==> config.mk <==
export PLATFORM = sky130hd
export DESIGN_NAME = block_data_memory_flat
export DESIGN_NICKNAME = d
export VERILOG_FILES = /design/src/rtl/block_data_memory_pkg.sv /design/src/rtl/block_data_memory_if.sv /design/src/rtl/block_data_memory_latency_counter.sv /design/src/rtl/block_data_memory.sv /design/src/flat_wrapper.sv
export SDC_FILE = /design/constraint.sdc
export NUM_CORES = 2
export LEC_CHECK = 0
export CORE_MARGIN = 2
export CORE_UTILIZATION = 35
export DETAILED_ROUTE_END_ITERATION = 16
export GPL_TIMING_DRIVEN = 1
export PLACE_DENSITY = 0.51
export SKIP_CTS_REPAIR_TIMING = 1
export SYNTH_ARGS = -nofsm -noshare
export SYNTH_HDL_FRONTEND = slang
export SYNTH_HIERARCHICAL = 1
export SYNTH_SLANG_ARGS = --single-unit
==> constraint.sdc <==
create_clock -name clock -period 78.1 [get_ports clock]
set_clock_uncertainty 0.2 [all_clocks]
set_input_delay 15.62 -clock clock [delete_from_list [all_inputs] [get_ports clock]]
set_output_delay 15.62 -clock clock [all_outputs]
set_load 0.005 [all_outputs]
==> src/rtl/block_data_memory_pkg.sv <==
// Shared types and defaults for the block-granular data memory.
// The state encoding is fixed so that state can be observed as a plain 2-bit value.
package dmem_pkg;

  typedef enum logic [1:0] {
    IDLE = 2'b00,
    BUSY = 2'b01,
    DONE = 2'b10
  } dmem_state_e;

  localparam int DMEM_ADDR_W     = 6;
  localparam int DMEM_DATA_W     = 32;
  localparam int DMEM_LATENCY    = 5;
  localparam int BYTES_PER_BLOCK = 4;
  // Wide enough for LATENCY-1 over the whole legal LATENCY range of 1..15.
  localparam int CNT_W           = 4;

endpackage

==> src/rtl/block_data_memory_if.sv <==
// Cache-to-memory block port. The cache drives the request side (master) and
// the memory answers with readdata/busywait (slave).
interface block_data_memory_if #(
  parameter int ADDR_W = 6,
  parameter int DATA_W = 32
);

  logic              read;
  logic              write;
  logic [ADDR_W-1:0] address;
  logic [DATA_W-1:0] writedata;
  logic [DATA_W-1:0] readdata;
  logic              busywait;

  modport master (
    output read, write, address, writedata,
    input  readdata, busywait
  );

  modport slave (
    input  read, write, address, writedata,
    output readdata, busywait
  );

endinterface

==> src/rtl/block_data_memory_latency_counter.sv <==
// Down-counter that times the BUSY phase of an access.
// load wins over decrement, and the count never wraps below zero.
module mem_latency_counter #(
  parameter int CNT_W = 4
) (
  input  logic             clock,
  input  logic             reset,
  input  logic             load,
  input  logic [CNT_W-1:0] load_value,
  input  logic             dec_en,
  output logic             zero
);

  logic [CNT_W-1:0] count_reg;

  always_ff @(posedge clock or posedge reset) begin
    if (reset) begin
      count_reg <= '0;
    end else if (load) begin
      count_reg <= load_value;
    end else if (dec_en && (count_reg != '0)) begin
      count_reg <= count_reg - 1'b1;
    end
  end

  assign zero = (count_reg == '0);

endmodule

==> src/rtl/block_data_memory.sv <==
// Block data memory answering the data cache's memory port: one block access
// per request, busywait held for LATENCY edges, readdata registered.
module block_data_memory
  import dmem_pkg::*;
#(
  parameter int ADDR_W  = DMEM_ADDR_W,
  parameter int DATA_W  = DMEM_DATA_W,
  parameter int LATENCY = DMEM_LATENCY
) (
  input  logic                 clock,
  input  logic                 reset,
  block_data_memory_if.slave   mem
);

  localparam int DEPTH = 1 << ADDR_W;

  dmem_state_e       state_reg;
  dmem_state_e       state_next;

  logic [ADDR_W-1:0] addr_q;
  logic [DATA_W-1:0] wdata_q;
  logic              op_write_q;
  logic [DATA_W-1:0] readdata_reg;

  logic              busywait_comb;
  logic              accept;
  logic              complete;
  logic              cnt_zero;
  logic              cnt_dec;

  logic [DATA_W-1:0] mem_array [DEPTH];
  logic [DEPTH-1:0]  word_we;

  always_ff @(posedge clock or posedge reset) begin
    if (reset) begin
      state_reg <= IDLE;
    end else begin
      state_reg <= state_next;
    end
  end

  // busywait follows the request combinationally in IDLE so the cache never
  // sees it low on the edge right after raising a request.
  always_comb begin
    state_next    = state_reg;
    busywait_comb = 1'b0;
    accept        = 1'b0;
    complete      = 1'b0;
    case (state_reg)
      IDLE: begin
        busywait_comb = mem.read | mem.write;
        if (mem.read | mem.write) begin
          accept     = 1'b1;
          state_next = BUSY;
        end
      end
      BUSY: begin
        busywait_comb = 1'b1;
        if (cnt_zero) begin
          complete   = 1'b1;
          state_next = DONE;
        end
      end
      DONE: begin
        // The cache still holds its old request here; ignore it for a cycle.
        state_next = IDLE;
      end
      default: begin
        state_next = IDLE;
      end
    endcase
  end

  assign cnt_dec = (state_reg == BUSY) && !cnt_zero;

  mem_latency_counter #(
    .CNT_W (CNT_W)
  ) u_latency_counter (
    .clock      (clock),
    .reset      (reset),
    .load       (accept),
    .load_value (CNT_W'(LATENCY - 1)),
    .dec_en     (cnt_dec),
    .zero       (cnt_zero)
  );

  // Request is captured on acceptance so later input changes cannot disturb it.
  always_ff @(posedge clock or posedge reset) begin
    if (reset) begin
      addr_q     <= '0;
      wdata_q    <= '0;
      op_write_q <= 1'b0;
    end else if (accept) begin
      addr_q     <= mem.address;
      wdata_q    <= mem.writedata;
      op_write_q <= mem.write;
    end
  end

  always_ff @(posedge clock or posedge reset) begin
    if (reset) begin
      readdata_reg <= '0;
    end else if (complete && !op_write_q) begin
      readdata_reg <= mem_array[addr_q];
    end
  end

  generate
    for (genvar gi = 0; gi < DEPTH; gi++) begin : g_word_we
      assign word_we[gi] = complete && op_write_q && (addr_q == ADDR_W'(gi));
    end
  endgenerate

  // The array is cleared by reset, so it lives in registers rather than block RAM.
  always_ff @(posedge clock or posedge reset) begin
    if (reset) begin
      for (int i = 0; i < DEPTH; i++) begin
        mem_array[i] <= '0;
      end
    end else begin
      for (int i = 0; i < DEPTH; i++) begin
        if (word_we[i]) begin
          mem_array[i] <= wdata_q;
        end
      end
    end
  end

  assign mem.readdata = readdata_reg;
  assign mem.busywait = busywait_comb;

endmodule

==> src/flat_wrapper.sv <==
// flat-port wrapper written by rule: the top's interface ports become plain ports
module block_data_memory_flat import dmem_pkg::*;
#(
  parameter int ADDR_W  = DMEM_ADDR_W,
  parameter int DATA_W  = DMEM_DATA_W,
  parameter int LATENCY = DMEM_LATENCY
)
  (clock, reset, mem_read, mem_write, mem_address, mem_writedata, mem_readdata, mem_busywait);
  block_data_memory_if #(.ADDR_W(ADDR_W), .DATA_W(DATA_W)) mem_i ();
  input  logic clock;
  input  logic reset;
  input wire logic [$bits(mem_i.read)-1:0] mem_read;
  input wire logic [$bits(mem_i.write)-1:0] mem_write;
  input wire logic [$bits(mem_i.address)-1:0] mem_address;
  input wire logic [$bits(mem_i.writedata)-1:0] mem_writedata;
  output wire logic [$bits(mem_i.readdata)-1:0] mem_readdata;
  output wire logic [$bits(mem_i.busywait)-1:0] mem_busywait;
  assign mem_i.read = mem_read;
  assign mem_i.write = mem_write;
  assign mem_i.address = mem_address;
  assign mem_i.writedata = mem_writedata;
  assign mem_readdata = mem_i.readdata;
  assign mem_busywait = mem_i.busywait;
  block_data_memory #(.ADDR_W(ADDR_W), .DATA_W(DATA_W), .LATENCY(LATENCY)) u_core (.clock(clock), .reset(reset), .mem(mem_i));
endmodule
[Word-level counts from Yosys, hierarchy flattened]
Index checks and enable logic that the tools add are counted.
Storage, ports and cells
  ROM bits: 0
  bits in registers: 2125
  memory bits (writable): 0
  input bits: 42
  output and inout bits: 33
  memories kept: 0
  logic and storage cells: 229
  bits in latches: 0
Cells by class
  multiplexer cells: 13
  reduce and logical (&&, ||, !) cells: 76
  divide/modulo/power cells: 0
  add/sub/neg operators: 1
  bitwise gates (word level): 2
  order comparisons: 1
  shifts and indexed selects: 0
  equality and inequality tests: 66
  multiply operators: 0
Operator list (count)
  $bmux W32 S6: 1
  $eq A6 B6 Y1 const B: 32
  $eq A6 B5 Y1 const B: 16
  $logic_and A1 B1 Y1: 68
  $mux W32: 2
  $eq A6 B4 Y1 const B: 8
  $eq A6 B3 Y1 const B: 4
  $eq A6 B2 Y1 const B: 2
  $mux W4: 2
  $ge A7 B7 Y1 const B: 1
  $not A6 Y7: 1
  $eq A6 B1 Y1 const B: 1
  $logic_not A6 Y1: 1
  $logic_not A4 Y1: 1
  $mux W1: 4
  $mux W2: 2
  $ne A2 B1 Y1 const B: 2
  $pmux W2 S2: 1
  $reduce_bool A4 Y1: 1
  $sub A4 B1 Y4 const B: 1
  $eq A2 B1 Y1 const B: 1
  $logic_not A1 Y1: 2
  $logic_not A2 Y1: 1
  $pmux W1 S2: 1
  other kinds (3): 3

[Logic depth before layout (Yosys ltp)]
  depth in word-level cells: 6
  gate-level depth with buffers: 13
  mapped depth without buffers: 9

[Cells and area by module]
Netlist, hierarchy kept.
Modules (own cells, without submodules)
  block_data_memory: area each 95902.0 um^2, seq. area each 53075.9 um^2, instances 1, cells an instance 6300
  mem_latency_counter: area each 261.5 um^2, seq. area each 100.1 um^2, instances 1, cells an instance 28

[Worst setup path before layout]
No wires, ideal clock.
  kind: input to output
  start point: input mem_write
  end point: output mem_busywait
  buffers on the path: 0
  setup slack: 46266 ps
  data required time: 62280 ps
  arrival: 16014 ps
  cell stages on the path: 2
  cells stage by stage: o21ai_0 > nand2_1
Between the ends
  cells in the longest elaborated chain, start to end: 2
RTL lines
  start: declaration: line flat_wrapper.sv:13  | input wire logic [$bits(mem_i.write)-1:0] mem_write;
  $or A1 B1 Y1: line block_data_memory.sv:51  | busywait_comb = mem.read | mem.write;
  $pmux W1 S2: line block_data_memory.sv:49  | case (state_reg)
  end: declaration: line flat_wrapper.sv:17  | output wire logic [$bits(mem_i.busywait)-1:0] mem_busywait;
No other way between the ends.

[Final worst setup path]
Same ends and word-level chain as after synthesis.

==> flow_metrics.tcl <==
set metrics [dict create \
    synth_top_area_share_pct 55.3 \
    fin_nets 6221 \
    hpwl_um 156000 \
    synth_ff_type "dfrtp_1" \
    max_slew_margin_pct 13.3 \
    htreeDepth 4 \
    crit_chain "clkdlybuf4s50_1, o21ai_0, nand2_1, clkdlybuf4s50_1" \
    grt_max_degree 162 \
    clk_latency_ns 0.88 \
    worstSetupEndpointType "primary output" \
    power.density_mw_per_mm2 32.3 \
    gp_congestion 0.727 \
    ioPinCount 75 \
    yosysWarnings 6 \
    viasPerCell 5.50 \
    leakage_nw 52.1 \
    antenna_left 0 \
    start_util_pct 35.2 \
    wirelength_um 283000 \
    ys_types 53 \
    overflow 0 \
    grt_util_met3_pct 2.21 \
    cts.sinks 2125 \
    cpMaxStageDelayCell "clkdlybuf4s50_1" \
    post-route-min-period_ns 32.90 \
    seqPwrFrac_pct 39.5 \
    regToRegEndpoint "u_core/mem.readdata[30]" \
    async_reset_ff_share_pct 100 \
    cts_root_buf "clkbuf_16" \
    rsz0062_at_grt "false" \
    power.share.clock_pct 31.9 \
    switchingPower_mw 1.21 \
    endpoint "mem_busywait" \
    die_height_um 528 \
    syn_inst 6328 \
    hold_viol 0 \
    worst_pin_slew_ns 1.30 \
    setup_tns_ns 0 \
    drive_above_1_share_pct 48.1 \
    path_clk_slew_ns 0.06 \
    fin_crit_sh_pct 42.1 \
    antenna_found_initial 6 \
    r2r_slack_ns 71.86 \
    setup_viol 0 \
    clock_path_buffers 4 \
    fp.dieW_um 528 \
    maxCapViolCount 0 \
    worst_setup_path_start_kind "primary input" \
    arrival_ns 17.08 \
    seq_area_frac_synth_pct 55.3 \
    ys_ff_latch 2125 \
    first_pass_iters 5 \
    combPwrFrac_pct 28.6 \
    fp-row-count 192 \
    yosys.area.top_type "dfrtp_1" \
    swShare_pct 34.8 \
    r2r-start "u_core/addr_q[1]" \
    fmax_mhz 30.4 \
    drc 0 \
    via_count 54800 \
    syn_avg_cell_area_um2 15.2 \
    status "finished clean" \
    synth.area.top_cells "dfrtp_1, mux2_2, mux4_2" \
    worst_ep_required_time_ns 62.28 \
    grt_pass1_wl_um 419000 \
    grtUsageMet2_pct 33.7 \
    core_mm2 0.273 \
    p_total_mw 3.49 \
    grt_use_total_pct 20.3 \
    cpMostUsedCell "clkdlybuf4s50_1" \
    hold_path.class "reg2reg" \
    met1_usage_pct 28.3 \
    worstSetupPathType "in2out" \
    synth_area_mm2 0.0962 \
    cts_made_buffers 233 \
    ir_drop_uv 25.4 \
    crit_fanout 4 \
    area_delta_synth_final_pct 12.3 \
    p_int_mw 2.27 \
    largest_reg_flops 2048 \
    drt_iter0_markers 3498 \
    cts_tree "done" \
    routedWlPerCell_um 28.4 \
    crit_family "buffers and inverters" \
    synth_edf_count 0 \
    globalRoute.busiestLayer "met2" \
    critPathBufInv 2 \
    drv_slew 0 \
    reg2regPathDepth 8 \
    max_stage_delay_ns 0.47 \
    portBuffers 74 \
    cp-startpoint "mem_write" \
    first_global_vias 58400 \
    cp_num_cells 4 \
    dieArea_mm2 0.279 \
]
==> synth_stat cells, types with 25 or more instances <==
library cell  count
a22oi_1         143
clkbuf_1        339
nor2_1           54
nand2_1          84
dfrtp_1        2125
buf_1            82
buf_2           163
mux2_2         2056
a221oi_1         25
mux2_1           50
nand4_1          29
mux4_2          350
nand3_1          65
mux2i_1         423
buf_4            33
nor2b_1          35
a21oi_1          46
==> cells in the final DEF (no fill, tap or decap), drive strengths merged, types with 39 or more instances in the layout <==
master / netlist / final
dfrtp: 2125 / 2125
mux2: 2106 / 2106
mux2i: 423 / 423
clkbuf: 339 / 351
mux4: 350 / 350
buf: 302 / 180
a22oi: 143 / 143
nand2: 84 / 84
clkdlybuf4s50: 0 / 74
nand3: 65 / 65
nor2: 54 / 54
a21oi: 46 / 46
clkinv: 0 / 39
==> final cells by class <==
class / count / area [um2]
Sequential cell: 2125 / 53200
Fill cell: 25300 / 165000
Inverter: 7 / 33.8
Timing Repair Buffer: 254 / 2180
Antenna cell: 4 / 10.0
Multi-Input combinational cell: 3557 / 40400
Clock inverter: 60 / 772
Clock buffer: 351 / 6880
Tap cell: 3589 / 4490
==> power by group through the flow <==
stage          logic (mW)  registers [mW]  clock network [mW]
2_1_floorplan       0.713            1.32                   0
3_3_place_gp         1.00            1.39                   0
3_5_place_dp         1.01            1.40                   0
4_1_cts              1.01            1.38                1.14
5_1_grt              1.06            1.40                1.19
6_report            0.999            1.38                1.11
==> how the worst min path moves through the flow <==
stage	from	end	slack [ns]	cells past startpoint
floorplan	u_core/mem_array[226]	u_core/mem_array[226]	0.25	1
global placement	u_core/mem_array[73]	u_core/mem_array[73]	0.26	1
detailed placement	u_core/mem_array[40]	u_core/mem_array[40]	0.27	1
CTS	u_core/mem_array[40]	u_core/mem_array[40]	0.28	1
global route	u_core/mem_array[1620]	u_core/mem_array[1620]	0.30	1
finish	u_core/mem_array[40]	u_core/mem_array[40]	0.28	1
==> per-layer routing <==
| metal | wire (um) | share of wire [%] | up-vias |
|---|---|---|---|
| met2 | 136000 | 48 | 905 |
| met5 | 0 | 0 | - |
| li1 | - | - | 23100 |
| met3 | 9280 | 3.3 | 371 |
| met1 | 130000 | 46 | 30400 |
| met4 | 6910 | 2.4 | 0 |
==> through the flow <==
stage	utilization, %	worst slack [ns]	hold slack, ns	cells	area (um2)
final	39.5	45.20	0.279	9947	108000
after global routing	39.5	45.11	0.300	9944	108000
after CTS	39.5	45.17	0.284	9943	108000
after detailed placement	36.7	45.16	0.271	9532	100000
after global placement	36.7	45.10	0.264	9532	100000
after floorplan	-	2.36	0.252	6330	96200
==> cells by family after synthesis <==
group / Yosys count / share of synthesized area, %
other: 2 / 0.00781
flip-flops: 2125 / 55.3
AO/OA/AOI/OAI: 345 / 2.61
adder cells (fa/ha/maj): 1 / 0.0130
AND/OR/NAND/NOR: 328 / 1.73
buffers and inverters: 648 / 3.08
multiplexers: 2879 / 37.3
(Power assumes the default switching activity.)
